--- config.mk ---
export PLATFORM = sky130hd
export DESIGN_NAME = lap_stopwatch_flat
export DESIGN_NICKNAME = d
export VERILOG_FILES = /design/src/rtl/stopwatch_pkg.sv /design/src/rtl/lap_stopwatch_if.sv /design/src/rtl/bcd_digit_counter.sv /design/src/rtl/lap_stopwatch.sv /design/src/flat_wrapper.sv
export SDC_FILE = /design/constraint.sdc
export NUM_CORES = 1
export LEC_CHECK = 0
export BUFFER_PORTS_ARGS = -buffer_cell sky130_fd_sc_hd__buf_2
export CAP_MARGIN = 20
export CORE_UTILIZATION = 57
export CTS_CLUSTER_DIAMETER = 80
export DETAILED_ROUTE_END_ITERATION = 10
export GPL_TIMING_DRIVEN = 0
export PLACE_DENSITY = 0.84
export SETUP_SLACK_MARGIN = 0.1
export SLEW_MARGIN = 20
export SYNTH_ARGS = -nofsm -noshare
export SYNTH_HDL_FRONTEND = slang
export SYNTH_SLANG_ARGS = --single-unit
--- constraint.sdc ---
create_clock -name clk -period 2.7 [get_ports clk]
set_clock_uncertainty 0.15 [all_clocks]
set_input_delay 0.405 -clock clk [delete_from_list [all_inputs] [get_ports clk]]
set_output_delay 0.405 -clock clk [all_outputs]
set_load 0.05 [all_outputs]
--- src/rtl/stopwatch_pkg.sv ---
`default_nettype none
// ============================================================================
// Module   : stopwatch_pkg
// Brief    : Shared types and constants for the lap stopwatch.
// Revision : 1.0 - initial release
// ============================================================================
package stopwatch_pkg;

    typedef enum logic [1:0] {
        IDLE  = 2'd0,
        RUN   = 2'd1,
        PAUSE = 2'd2
    } state_t;

    typedef logic [3:0] bcd_t;

    localparam int unsigned c_MOD10 = 10;
    localparam int unsigned c_MOD6  = 6;

endpackage
`default_nettype wire

--- src/rtl/lap_stopwatch_if.sv ---
`default_nettype none
// ============================================================================
// Module   : lap_stopwatch_if
// Brief    : Control pulses and display/status outputs of the lap stopwatch.
// Revision : 1.0 - initial release
// ============================================================================
interface lap_stopwatch_if #(
    parameter int MIN_DIGITS = 1
);
    logic                    start_resume;
    logic                    stop;
    logic                    lap;
    logic [4*MIN_DIGITS-1:0] min;
    logic [3:0]              sec1;
    logic [3:0]              sec0;
    logic [3:0]              milSec0;
    logic                    running;
    logic                    lap_valid;
    logic                    overflow;

    modport master (
        output start_resume, stop, lap,
        input  min, sec1, sec0, milSec0, running, lap_valid, overflow
    );

    modport slave (
        input  start_resume, stop, lap,
        output min, sec1, sec0, milSec0, running, lap_valid, overflow
    );
endinterface
`default_nettype wire

--- src/rtl/bcd_digit_counter.sv ---
`default_nettype none
// ============================================================================
// Module   : bcd_digit_counter
// Brief    : One modulo-MOD BCD digit with terminal-count flag.
// Revision : 1.0 - initial release
// ============================================================================
module bcd_digit_counter
    import stopwatch_pkg::*;
#(
    parameter int MOD = 10
) (
    input  wire logic clk,
    input  wire logic reset,
    input  wire logic clear,
    input  wire logic en,
    output bcd_t      q,
    output logic      tc
);
    localparam bcd_t c_LAST = 4'(MOD - 1);

    bcd_t r_q;

    always_ff @(posedge clk) begin
        if (reset || clear) begin
            r_q <= '0;
        end else if (en) begin
            r_q <= (r_q == c_LAST) ? '0 : r_q + 4'd1;
        end
    end

    assign q  = r_q;
    assign tc = (r_q == c_LAST);
endmodule
`default_nettype wire

--- src/rtl/lap_stopwatch.sv ---
`default_nettype none
// ============================================================================
// Module   : lap_stopwatch
// Brief    : BCD stopwatch with prescaled tick, lap/split hold and overflow.
// Revision : 1.0 - initial release
// ============================================================================
module lap_stopwatch
    import stopwatch_pkg::*;
#(
    parameter int TICK_DIV   = 10,
    parameter int MIN_DIGITS = 1,
    parameter int WRAP       = 1
) (
    input  wire logic       clk,
    input  wire logic       reset,
    lap_stopwatch_if.slave  bus
);
    localparam int NDIG = 3 + MIN_DIGITS;
    localparam int PW   = (TICK_DIV > 1) ? $clog2(TICK_DIV) : 1;
    localparam logic [PW-1:0] c_PRESC_LAST = PW'(TICK_DIV - 1);

    state_t            r_state;
    logic [PW-1:0]     r_presc;
    logic              r_overflow;
    logic              r_lap_valid;
    logic [4*NDIG-1:0] r_lap;

    logic              w_start;
    logic              w_lap;
    logic              w_tick;
    logic              w_at_max;
    logic              w_adv;
    logic              w_clr;
    logic [NDIG-1:0]   w_en;
    logic [NDIG-1:0]   w_tc;
    bcd_t              w_q [NDIG];
    logic [4*NDIG-1:0] w_live;
    logic [4*NDIG-1:0] w_disp;

    // stop outranks start_resume, which outranks lap
    assign w_start  = bus.start_resume && !bus.stop;
    assign w_lap    = bus.lap && !bus.stop && !bus.start_resume;
    assign w_tick   = (r_state == RUN) && (r_presc == c_PRESC_LAST);
    assign w_at_max = &w_tc;
    assign w_adv    = w_tick && ((WRAP != 0) || !w_at_max);
    assign w_clr    = w_lap && (r_state == PAUSE) && !r_lap_valid;

    assign w_en[0] = w_adv;

    genvar gi;
    for (gi = 0; gi < NDIG; gi++) begin : g_digit
        localparam int M = (gi == 2) ? int'(c_MOD6) : int'(c_MOD10);
        bcd_digit_counter #(.MOD(M)) u_digit (
            .clk   (clk),
            .reset (reset),
            .clear (w_clr),
            .en    (w_en[gi]),
            .q     (w_q[gi]),
            .tc    (w_tc[gi])
        );
        assign w_live[4*gi +: 4] = w_q[gi];
    end

    for (gi = 1; gi < NDIG; gi++) begin : g_chain
        assign w_en[gi] = w_en[gi-1] && w_tc[gi-1];
    end

    always_ff @(posedge clk) begin
        if (reset || w_clr) begin
            r_presc <= '0;
        end else if (r_state == RUN) begin
            r_presc <= w_tick ? '0 : r_presc + 1'b1;
        end
    end

    always_ff @(posedge clk) begin
        if (reset) begin
            r_state <= IDLE;
        end else begin
            case (r_state)
                IDLE:    if (w_start) r_state <= RUN;
                RUN: begin
                    if (bus.stop)
                        r_state <= PAUSE;
                    else if (w_tick && w_at_max && (WRAP == 0))
                        r_state <= PAUSE;
                end
                PAUSE: begin
                    if (w_start)
                        r_state <= RUN;
                    else if (w_clr)
                        r_state <= IDLE;
                end
                default: r_state <= IDLE;
            endcase
        end
    end

    always_ff @(posedge clk) begin
        if (reset || w_clr) begin
            r_overflow <= 1'b0;
        end else if (w_tick && w_at_max) begin
            r_overflow <= 1'b1;
        end
    end

    // capture uses the pre-increment live count of the lap cycle
    always_ff @(posedge clk) begin
        if (reset) begin
            r_lap_valid <= 1'b0;
            r_lap       <= '0;
        end else if (w_lap && r_lap_valid && (r_state != IDLE)) begin
            r_lap_valid <= 1'b0;
        end else if (w_lap && !r_lap_valid && (r_state == RUN)) begin
            r_lap_valid <= 1'b1;
            r_lap       <= w_live;
        end
    end

    assign w_disp        = r_lap_valid ? r_lap : w_live;
    assign bus.min       = w_disp[4*NDIG-1:12];
    assign bus.sec1      = w_disp[11:8];
    assign bus.sec0      = w_disp[7:4];
    assign bus.milSec0   = w_disp[3:0];
    assign bus.running   = (r_state == RUN);
    assign bus.lap_valid = r_lap_valid;
    assign bus.overflow  = r_overflow;
endmodule
`default_nettype wire

--- src/flat_wrapper.sv ---
// flat-port wrapper written by rule: the top's interface ports become plain ports
module lap_stopwatch_flat import stopwatch_pkg::*;
#(
    parameter int TICK_DIV   = 10,
    parameter int MIN_DIGITS = 1,
    parameter int WRAP       = 1
)
  (clk, reset, bus_start_resume, bus_stop, bus_lap, bus_min, bus_sec1, bus_sec0, bus_milSec0, bus_running, bus_lap_valid, bus_overflow);
  lap_stopwatch_if #(.MIN_DIGITS(MIN_DIGITS)) bus_i ();
  input  wire logic clk;
  input  wire logic reset;
  input wire logic [$bits(bus_i.start_resume)-1:0] bus_start_resume;
  input wire logic [$bits(bus_i.stop)-1:0] bus_stop;
  input wire logic [$bits(bus_i.lap)-1:0] bus_lap;
  output wire logic [$bits(bus_i.min)-1:0] bus_min;
  output wire logic [$bits(bus_i.sec1)-1:0] bus_sec1;
  output wire logic [$bits(bus_i.sec0)-1:0] bus_sec0;
  output wire logic [$bits(bus_i.milSec0)-1:0] bus_milSec0;
  output wire logic [$bits(bus_i.running)-1:0] bus_running;
  output wire logic [$bits(bus_i.lap_valid)-1:0] bus_lap_valid;
  output wire logic [$bits(bus_i.overflow)-1:0] bus_overflow;
  assign bus_i.start_resume = bus_start_resume;
  assign bus_i.stop = bus_stop;
  assign bus_i.lap = bus_lap;
  assign bus_min = bus_i.min;
  assign bus_sec1 = bus_i.sec1;
  assign bus_sec0 = bus_i.sec0;
  assign bus_milSec0 = bus_i.milSec0;
  assign bus_running = bus_i.running;
  assign bus_lap_valid = bus_i.lap_valid;
  assign bus_overflow = bus_i.overflow;
  lap_stopwatch #(.TICK_DIV(TICK_DIV), .MIN_DIGITS(MIN_DIGITS), .WRAP(WRAP)) u_core (.clk(clk), .reset(reset), .bus(bus_i));
endmodule
==> results.ini <==
[synth]
avgSynthCellArea_um2 = 7.92
ys_seq_area_share_pct = 41.6
synthDominantCellAreaShare_pct = 41.6
synthFlopType = dfxtp_1
synth_top_cell_by_area = dfxtp_1
yosys_warnings = 0
synth_cell_types = 38
synth-edff-count = 0
syn-cell-area_um2 = 1920
ys_ff_latch = 40
synth.net_count = 250
netlist_top_cells_area = dfxtp_1, nand2_1, a21oi_1, mux2_2, o21ai_0
async_flop_share_pct = 0
synthCells = 243

[clock_tree]
path_clk_slew_ns = 0.11
cts-htree-levels = 2
cts_root_buffer = clkbuf_4
cts_buffers = 5
cts_max_path_buffers = 2
cts_resized = 2
cts_tree = done
clk_latency_ns = 0.36
cts-hold-fix-buffers = 0
post_cts_buffers = 0
cts_num_sinks = 40

[floorplan]
ioPinCount = 24
placementRows = 20
fp.dieH_um = 60.1
core_area_um2 = 3130
die_w_um = 60.1
initial_utilization_pct = 61.5
die_area_um2 = 3610

[setup_path]
endpoint_kind = primary output
timing.rr.end = u_core.g_digit[2].u_digit.q[3]$_SDFFE_PP0P_
crit_family = buffers and inverters
cp_max_fo = 10
crit_arrival_ns = 1.85
crit_path_start_kind = register
r2r_slack_ns = 0.42
path_buf_inv = 3
slowest_delay_ns = 0.43
crit_required_ns = 2.14
criticalPathCategory = register to primary output
rr_startpoint = u_core.r_presc[0]$_SDFFE_PP0N_
cp_slowest_cell = clkbuf_1
r2r_cells = 5
cp_cell_sequence = clkbuf_2, clkbuf_1, nand2_1, o21ai_1, buf_2

[power]
seq_power_share_pct = 54.0
power.density_nw_per_um2 = 504
internal_power_mw = 0.856
peakVddDrop_mv = 0.336
power_switching_mw = 0.249
clkPwrFrac_pct = 40.9
p_leak_nw = 0.801
netSwitchingFraction_pct = 22.5
combPwrFrac_pct = 5.1

[sta]
relSlewSlack_pct = 46.9
min_period_ns = 2.41
worstMarginPinSlew_ns = 0.791
finalSetupViolations = 0
max_freq_mhz = 415
grt_setup_unrepaired = no
hold_viol = 0
layout_setup_ws_ns = 0.292
tns_ns = 0
period_share_pct = 89.2
slew_viol_final = 0

[routing]
vias_per_cell = 5.67
drtIter0Drc = 105
wl_met3_um = 275
dr_wl_met2_um = 1980
post-route-drc-count = 0
ant_nets = 0
wirelength_um = 4380
routed-via-count = 1803
firstDrtPassIters = 4
wire_per_inst_um = 13.8
top_layer = met4
wl_met1_um = 2020

[outcome]
outcome = completed

[cells_and_area]
final_common_cell = nand2_1
n_antenna_cell = 0
fill_cells = 263
multi_input_area_um2 = 1020
areaGrowthSynthToFinish_pct = 13.9
regArea_um2 = 801
mostFrequentLayoutCells = nand2_1, dfxtp_1, a21oi_1, buf_2, o21ai_0
fin_nets = 280
drive_gt1_share_pct = 18.6

[grt]
grt_start_max_net_pins = 13
overflow = 0
grt_pass1_vias = 1571
antenna_found_initial = 0
grt_use_total_pct = 27.2
grt_pass1_wl_um = 7130

[min_path]
min_to = u_core.r_state[0]$_SDFFE_PP0P_
worstHoldPathCells = 2
hold_class = primary input to register
hold_start = bus_stop

[flow_run]
drv_cap = 0

[place]
portBuffers = 23
gp_congestion = 0.812
place_ws_ns = 0.249
place_hpwl_um = 3010

-- cell type report --
type	instances	share of cell area (%)
multi-input combinational	178	46.5
timing repair buffer	23	5.25
clock buffer	7	2.97
inverter	12	2.05
buffer	13	2.85
sequential	40	36.5
tap	44	2.51
clock inverter	1	1.37
-- sequential cells by signal (all words and copies together), names as in the netlist --
register	count
u_core.bus.lap_valid	1
u_core.bus.overflow	1
u_core.r_state	2
u_core.r_lap	16
u_core.g_digit.u_digit.q	16
u_core.r_presc	4
-- power by group through the flow --
| stage | logic [mW] | clock network [mW] | registers (mW) |
|---|---|---|---|
| floorplan | 0.0354 | 0 | 0.613 |
| global placement | 0.0550 | 0 | 0.610 |
| detailed placement | 0.0557 | 0 | 0.610 |
| CTS | 0.0565 | 0.454 | 0.597 |
| global route | 0.0610 | 0.481 | 0.598 |
| finish | 0.0561 | 0.452 | 0.597 |
-- worst max path at each step --
stage	startpoint	to	slack [ns]	cells after the start
after global routing	u_core.bus.lap_valid$_SDFFE_PP0P_	bus_sec1[3]	0.15	5
after CTS	u_core.bus.lap_valid$_SDFFE_PP0P_	bus_sec1[3]	0.28	5
after floorplan	u_core.bus.lap_valid$_SDFFE_PP0P_	bus_milSec0[2]	0.06	3
final	u_core.bus.lap_valid$_SDFFE_PP0P_	bus_sec1[3]	0.29	5
after detailed placement	bus_start_resume	u_core.r_lap[0]$_SDFFE_PP0P_	0.25	6
after global placement	bus_start_resume	u_core.r_lap[5]$_SDFFE_PP0P_	0.24	6
-- per-stage QoR --
step	instances	hold WS (ns)	util [%]	power, mW	area (um2)
5_1_grt	318	0.118	70.1	1.14	2190
2_1_floorplan	243	0.283	-	0.648	1920
6_report	318	0.117	70.1	1.11	2190
3_5_place_dp	310	0.295	67.0	0.666	2090
4_1_cts	318	0.105	70.1	1.11	2190
3_3_place_gp	310	0.284	67.0	0.665	2090
-- per-layer routing --
metal,up-vias,global-route usage [%]
met5,-,0
met3,10,7.79
li1,903,-
met4,0,12.3
met1,833,34.5
met2,57,42.4
-- synthesized netlist by cell type, types with 2 or more instances --
library cell and n:
clkbuf_1 9, and3_1 2, inv_1 11, xnor2_1 4, or4_1 3, o31ai_1 2, nor2_1 11, nand3b_1 4
nand2_1 46, nand4_1 4, nor4_1 3, a31oi_1 3, nand3_1 6, ha_1 2, or3_1 2, dfxtp_1 40
nor2b_1 4, o21ai_0 16, mux2_2 11, buf_2 3, xor2_1 2, a21oi_1 31, nor3_1 9
-- cell families (layout without fill, tap and decap cells) --
kind of cell	Yosys count	in the layout	share of synthesized area, %
adders and majority gates	2	2	1.30
buffers and inverters	25	56	5.46
AOI/OAI and AO/OA	56	56	15.6
DFF	40	40	41.6
and+or+nand+nor	103	103	26.9
muxes	11	11	6.44
xor gates and xnor gates	6	6	2.73
Note: power is estimated with default switching activity, not from simulation.
